## config.mk

```make
export PLATFORM = sky130hd
export DESIGN_NAME = dcache_ctrl
export DESIGN_NICKNAME = d
export VERILOG_FILES = /design/src/rtl/dcache_ctrl.sv
export SDC_FILE = /design/constraint.sdc
export NUM_CORES = 1
export LEC_CHECK = 0
export CAP_MARGIN = 10
export CORE_AREA = 2 2 221 223
export DETAILED_ROUTE_END_ITERATION = 12
export DIE_AREA = 0 0 223 225
export GPL_ROUTABILITY_DRIVEN = 0
export PLACE_DENSITY = 0.54
export SYNTH_ARGS = -nofsm -noshare
export SYNTH_HDL_FRONTEND = slang
export SYNTH_SLANG_ARGS = --single-unit
```

## constraint.sdc

```tcl
create_clock -name CLK -period 6.2 [get_ports CLK]
set_clock_uncertainty 0.1 [all_clocks]
set_input_delay 1.24 -clock CLK [delete_from_list [all_inputs] [get_ports CLK]]
set_output_delay 1.24 -clock CLK [all_outputs]
set_load 0.005 [all_outputs]
```

## src/rtl/dcache_ctrl.sv

```systemverilog
// Direct-mapped data-cache controller: hit/miss resolution, dirty-victim writeback,
// word-serial line refill over a ready handshake, and hit/miss event counters.
`timescale 1ns/1ps
module dcache_ctrl #(
  parameter int WORDS = 4,
  parameter int LINES = 4
) (
  input  logic                  CLK,
  input  logic                  Reset,
  input  logic                  MemRead,
  input  logic                  MemWrite,
  input  logic [31:0]           Addr,
  input  logic [31:0]           WriteData,
  output logic [31:0]           ReadData,
  output logic                  Stall,
  input  logic [LINES-1:0]      BlkValid,
  input  logic [LINES-1:0]      BlkDirty,
  input  logic [26*LINES-1:0]   BlkTag,
  input  logic [32*LINES-1:0]   BlkRD,
  output logic [LINES-1:0]      BlkWE,
  output logic [1:0]            BlkOffset,
  output logic                  BlkSetValid,
  output logic                  BlkSetDirty,
  output logic [25:0]           BlkSetTag,
  output logic [31:0]           BlkWD,
  output logic                  MReq,
  output logic                  MWE,
  output logic [31:0]           MAddr,
  output logic [31:0]           MWD,
  input  logic [31:0]           MRD,
  input  logic                  MReady,
  output logic [31:0]           HitCount,
  output logic [31:0]           MissCount
);

  typedef enum logic [1:0] {IDLE, WB, FILL} state_t;

  localparam logic [1:0] LAST_BEAT = 2'(WORDS - 1);

  state_t      state_q;
  logic [1:0]  cnt_q;
  logic [31:0] miss_addr_q;
  logic [31:0] hit_cnt_q;
  logic [31:0] miss_cnt_q;

  logic        req;
  logic [1:0]  idx;
  logic [25:0] tag_sel;
  logic [31:0] rd_sel;
  logic        valid_sel;
  logic        dirty_sel;
  logic        hit;
  logic        last_beat;

  assign req       = MemRead | MemWrite;
  // During a miss the index comes from the captured address, not the live bus.
  assign idx       = (state_q == IDLE) ? Addr[5:4] : miss_addr_q[5:4];
  assign valid_sel = BlkValid[idx];
  assign dirty_sel = BlkDirty[idx];
  assign hit       = (state_q == IDLE) & req & valid_sel & (tag_sel == Addr[31:6]);
  assign last_beat = MReady & (cnt_q == LAST_BEAT);

  always_comb begin
    // NOTE: every combinational output gets a default first so no latch is inferred.
    tag_sel = '0;
    rd_sel  = '0;
    for (int i = 0; i < LINES; i++) begin
      if (idx == 2'(i)) begin
        tag_sel = BlkTag[26*i +: 26];
        rd_sel  = BlkRD[32*i +: 32];
      end
    end
  end

  always_comb begin
    Stall       = 1'b0;
    BlkWE       = '0;
    BlkOffset   = Addr[3:2];
    BlkSetValid = 1'b0;
    BlkSetDirty = 1'b0;
    BlkSetTag   = Addr[31:6];
    BlkWD       = WriteData;
    MReq        = 1'b0;
    MWE         = 1'b0;
    MAddr       = '0;
    MWD         = '0;
    unique case (state_q)
      IDLE: begin
        Stall = req & ~hit;
        if (hit && MemWrite) begin
          BlkWE[idx]  = 1'b1;
          BlkSetValid = 1'b1;
          BlkSetDirty = 1'b1;
        end
      end
      WB: begin
        Stall     = 1'b1;
        MReq      = 1'b1;
        MWE       = 1'b1;
        BlkOffset = cnt_q;
        MAddr     = {tag_sel, idx, cnt_q, 2'b00};
        MWD       = rd_sel;
      end
      FILL: begin
        Stall       = 1'b1;
        MReq        = 1'b1;
        BlkOffset   = cnt_q;
        MAddr       = {miss_addr_q[31:6], idx, cnt_q, 2'b00};
        BlkWD       = MRD;
        BlkSetTag   = miss_addr_q[31:6];
        // The line only becomes valid with its final word.
        BlkSetValid = (cnt_q == LAST_BEAT);
        BlkWE[idx]  = MReady;
      end
      default: ;
    endcase
  end

  assign ReadData  = rd_sel;
  assign HitCount  = hit_cnt_q;
  assign MissCount = miss_cnt_q;

  // NOTE: sequential state uses non-blocking assignments only.
  always_ff @(posedge CLK or posedge Reset) begin
    if (Reset) begin
      state_q     <= IDLE;
      cnt_q       <= '0;
      miss_addr_q <= '0;
      hit_cnt_q   <= '0;
      miss_cnt_q  <= '0;
    end else begin
      unique case (state_q)
        IDLE: begin
          if (hit) begin
            hit_cnt_q <= hit_cnt_q + 32'd1;
          end else if (req) begin
            miss_addr_q <= Addr;
            miss_cnt_q  <= miss_cnt_q + 32'd1;
            cnt_q       <= '0;
            state_q     <= (valid_sel & dirty_sel) ? WB : FILL;
          end
        end
        WB: begin
          if (MReady) cnt_q <= cnt_q + 2'd1;
          if (last_beat) begin
            cnt_q   <= '0;
            state_q <= FILL;
          end
        end
        FILL: begin
          if (MReady) cnt_q <= cnt_q + 2'd1;
          if (last_beat) begin
            cnt_q   <= '0;
            state_q <= IDLE;
          end
        end
        default: state_q <= IDLE;
      endcase
    end
  end

  logic unused_bits;
  assign unused_bits = ^{Addr[1:0], miss_addr_q[3:0]};

endmodule

```

==> impl_results.md, run 1 <==
* Remaining global-route overflow at 0
* Global-route wire length before repair at 71.6 mm
* Min-delay worst type: register to register
* Filler Cells Inserted at 4842
* Area Overhead vs Synth at 86.3%
* CP Launch Type: input pin
* Post-synthesis instance area at 8860 um^2
* Initial antenna violation count at 14
* IO Count at 570
* Remaining max-slew budget at the tightest pin at 0.429
* Multi-input gate area in the final layout at 6100 um^2
* Clock insertion delay at the later pin of the skew report at 370 ps
* Final worst path period share at 0.980
* Count of TritonRoute iterations in the first routing pass at 5
* Total number of vias at 10.5k
* DP Wirelength at 42.6 mm
* H-Tree Level Count at 3
* CTS Root Cell: sky130_fd_sc_hd__clkbuf_16
* Input/output buffers at 565
* Yosys cell types at 77
* Critical Path AT at 4740 ps
* Share of synthesized area occupied by flip-flops and latches at 0.271
* Chip height at 225 um
* Total CTS buffers at 9
* Layout cells sized above 1 at 0.183
* Max-cap check violation count at 0
* Delay contributed by the slowest stage of the critical path at 570 ps
* Tot Pwr at 5930 uW
* Cell with the largest stage delay on the worst path: sky130_fd_sc_hd__or4_4
* Sum Neg Setup Slack at 0 ps
* Number of synthesized flops with an enable pin at 0
* IR Drop Worst-Case VDD at 0.172 mV
* Synthesized flop and latch total at 96
* Most common cell after layout, fill and taps aside: sky130_fd_sc_hd__clkdlybuf4s50_1
* Outcome: completed
* Power density of the placed cells at 359 nW/um^2
* # hold bufs at CTS at 0
* Leakage dissipation at 0.00674 uW
* Most prevalent standard cell on the critical path: sky130_fd_sc_hd__buf_4
* Routed via count divided by cell count at 4.65
* Deepest clock path buffer count at 2
* Clock-pin slew reported for the worst setup and hold paths after clock tree synthesis at 80 ps
* Main synth FF type: sky130_fd_sc_hd__dfrtp_1
* Number of global-route vias before repair at 10.4k
* Die Area at 50200 um^2
* Reg area at 2400 um^2
* Final setup violation count at 0
* CTS tree: done
* Mapped Cells at 985
* Kind of end point of the critical path: output port
* Pin slew with the least headroom to its limit at 857 ps
* Clock sink total at 96
* Required arrival time at the worst endpoint at 4860 ps
* Final standard cell utilization of the core at 0.347
* Largest net degree at the start of global routing at 68
* Post-layout min period at 6080 ps
* Drc violations at 0
* Final WL at 51.1 mm
* Peak fanout along the critical path at 13
* Die width at 223 um
* All-Layer GR Usage at 0.194
* Average cell area after synthesis at 9.00 um^2
* Final-report hold violation count at 0
* Starting DRT DRC Count at 774
* Achievable frequency at 0.165 GHz
* Site Rows at 80
* Detail Route Antenna Nets at 0
* WL per Instance at 22.7 um
* Top library cells by usage in the layout, fill and taps aside: sky130_fd_sc_hd__clkdlybuf4s50_1, sky130_fd_sc_hd__buf_4, sky130_fd_sc_hd__dfrtp_1
* Max Slew Vio Count at 0
* RSZ-0062 raised after global routing: yes
* Setup Crit Path Kind: input pin to output port
* Starting density of the core at 0.186
* Worst path bufs/invs at 7
* Area of the core region at 47500 um^2
* Nets at 1969
* Warnings, synthesis at 0
* Worst path cell trace: dlygate4sd2_1 > buf_12 > buf_4 > buf_4 > nand2b_1 > a32oi_1 > nand2_1 > and3_1 > nor4_1 > nand4_1 > or4_4 > buf_4 > o21ai_1 > buf_4 > clkdlybuf4s50_1
* Share of flip-flops with an asynchronous set or reset at 1.00
* Family with the most delay on the worst path: buffers and inverters
==> registers in the layout, summed over array words and instances, names as in the netlist <==
| name | cells |
|---|---|
| miss_addr_q | 28 |
| MissCount | 32 |
| state_q | 2 |
| cnt_q | 2 |
| HitCount | 32 |
==> final timing paths <==
check                             startpoint              end  slack [ps]  cells after the start
worst max-delay path                 Addr[5]      BlkSetValid         120                     15
worst min-delay path            HitCount[31]     HitCount[31]         390                      1
worst max register to register    state_q[0]  miss_addr_q[20]        1250                     17
worst min register to register  HitCount[31]     HitCount[31]         390                      1
max in group asynchronous              Reset     HitCount[24]        3530                      3
min in group asynchronous              Reset     HitCount[25]        1230                      2
==> synthesized netlist by cell type (4+ instances only) <==
library cell,count,area (um^2)
sky130_fd_sc_hd__o211ai_1,10,75.1
sky130_fd_sc_hd__nand3_1,39,195
sky130_fd_sc_hd__nor4_1,4,25.0
sky130_fd_sc_hd__a2111oi_0,5,43.8
sky130_fd_sc_hd__mux2_2,40,450
sky130_fd_sc_hd__nand4_1,27,169
sky130_fd_sc_hd__a21boi_0,25,188
sky130_fd_sc_hd__nor2b_1,10,62.6
sky130_fd_sc_hd__xnor2_1,42,368
sky130_fd_sc_hd__o21ai_0,52,260
sky130_fd_sc_hd__nand3b_1,5,37.5
sky130_fd_sc_hd__mux4_2,34,766
sky130_fd_sc_hd__nor4_2,5,62.6
sky130_fd_sc_hd__nand2b_1,16,100
sky130_fd_sc_hd__buf_1,10,37.5
sky130_fd_sc_hd__clkbuf_1,39,146
sky130_fd_sc_hd__buf_6,7,78.8
sky130_fd_sc_hd__ha_1,7,87.6
sky130_fd_sc_hd__buf_4,4,30.0
sky130_fd_sc_hd__nor2_1,58,218
sky130_fd_sc_hd__or4_1,8,60.1
sky130_fd_sc_hd__nand2_1,91,342
sky130_fd_sc_hd__mux2_4,28,420
sky130_fd_sc_hd__xor2_1,28,245
sky130_fd_sc_hd__inv_1,49,184
sky130_fd_sc_hd__and2_1,45,282
sky130_fd_sc_hd__nor3_1,19,95.1
sky130_fd_sc_hd__dfrtp_1,96,2400
sky130_fd_sc_hd__mux2i_1,29,290
sky130_fd_sc_hd__o22ai_1,11,68.8
sky130_fd_sc_hd__o32ai_1,5,43.8
sky130_fd_sc_hd__buf_2,12,60.1
sky130_fd_sc_hd__a22oi_1,7,52.6
sky130_fd_sc_hd__a21oi_1,23,115
sky130_fd_sc_hd__and3_1,29,181
==> metrics by stage <==
stage               hold slack (ps)  instances  instance area, um^2  worst slack (ps)
global route                    406       2247                16500             -29.9
finish                          388       2251                16500               124
detailed placement              370       2219                16000              -680
floorplan                       365        986                 8870               859
global placement                364       2219                16000              -735
CTS                             389       2237                16400              34.7
==> power breakdown <==
group	internal [uW]	total, uW	switching [uW]
sequential	750	865	115
combinational	2390	4430	2040
clock	335	633	297
total	3480	5930	2450
==> timing repair <==
action / in CTS / in global routing
gates resized for setup: 26 / 18
setup endpoints to repair: 7 / 6
pin swaps: 2 / 2
setup buffers: 2 / 4
==> worst register-to-register path: stages (launching register included) <==
cell,delay (ps)
sky130_fd_sc_hd__dfrtp_1,410
sky130_fd_sc_hd__inv_1,150
sky130_fd_sc_hd__ha_1,280
sky130_fd_sc_hd__buf_4,240
sky130_fd_sc_hd__or3b_2,470
sky130_fd_sc_hd__and2_1,190
sky130_fd_sc_hd__buf_4,160
sky130_fd_sc_hd__nand2b_1,180
sky130_fd_sc_hd__buf_4,150
sky130_fd_sc_hd__a311oi_1,480
sky130_fd_sc_hd__nor4_1,130
sky130_fd_sc_hd__nand4_1,130
sky130_fd_sc_hd__or4_4,160
sky130_fd_sc_hd__buf_4,120
sky130_fd_sc_hd__buf_4,620
sky130_fd_sc_hd__and2_4,340
sky130_fd_sc_hd__buf_12,190
sky130_fd_sc_hd__mux2_4,330
==> area by class of cell <==
type                            instances  area share
Antenna cell                           10     0.00152
Clock inverter                          6     0.00485
Clock buffer                           10      0.0145
Inverter                               49      0.0113
Timing Repair Buffer                  696       0.406
Tap cell                              615      0.0466
Sequential cell                        96       0.145
Multi-Input combinational cell        769       0.369
==> routing by layer <==
metal | wire, um | up-vias | global-route usage
li1 | - | 4857 | -
met1 | 22800 | 5092 | 0.271
met2 | 23700 | 442 | 0.304
met3 | 3430 | 58 | 0.0377
met4 | 1160 | 10 | 0.0554
met5 | 61 | - | 0
==> kinds of logic (layout without fill, tap and decap cells) <==
logic type / after synthesis / after routing / synth area share
other cells: 1 / 12 / 0.000423
flops: 96 / 96 / 0.271
compound gates: 180 / 180 / 0.139
mux: 133 / 133 / 0.223
buf+inv: 121 / 761 / 0.0606
fa+ha+maj: 7 / 7 / 0.00988
simple gates: 377 / 377 / 0.227
xor+xnor: 70 / 70 / 0.0692
Note: power is estimated with default switching activity, not from simulation.
==> run 2: changes to the inputs <==
- GPL_ROUTABILITY_DRIVEN: 0 -> default
- SKIP_LAST_GASP: default -> 1
==> results of run 2 <==
Final layout, timing and power as in run 1 (identical DEF).
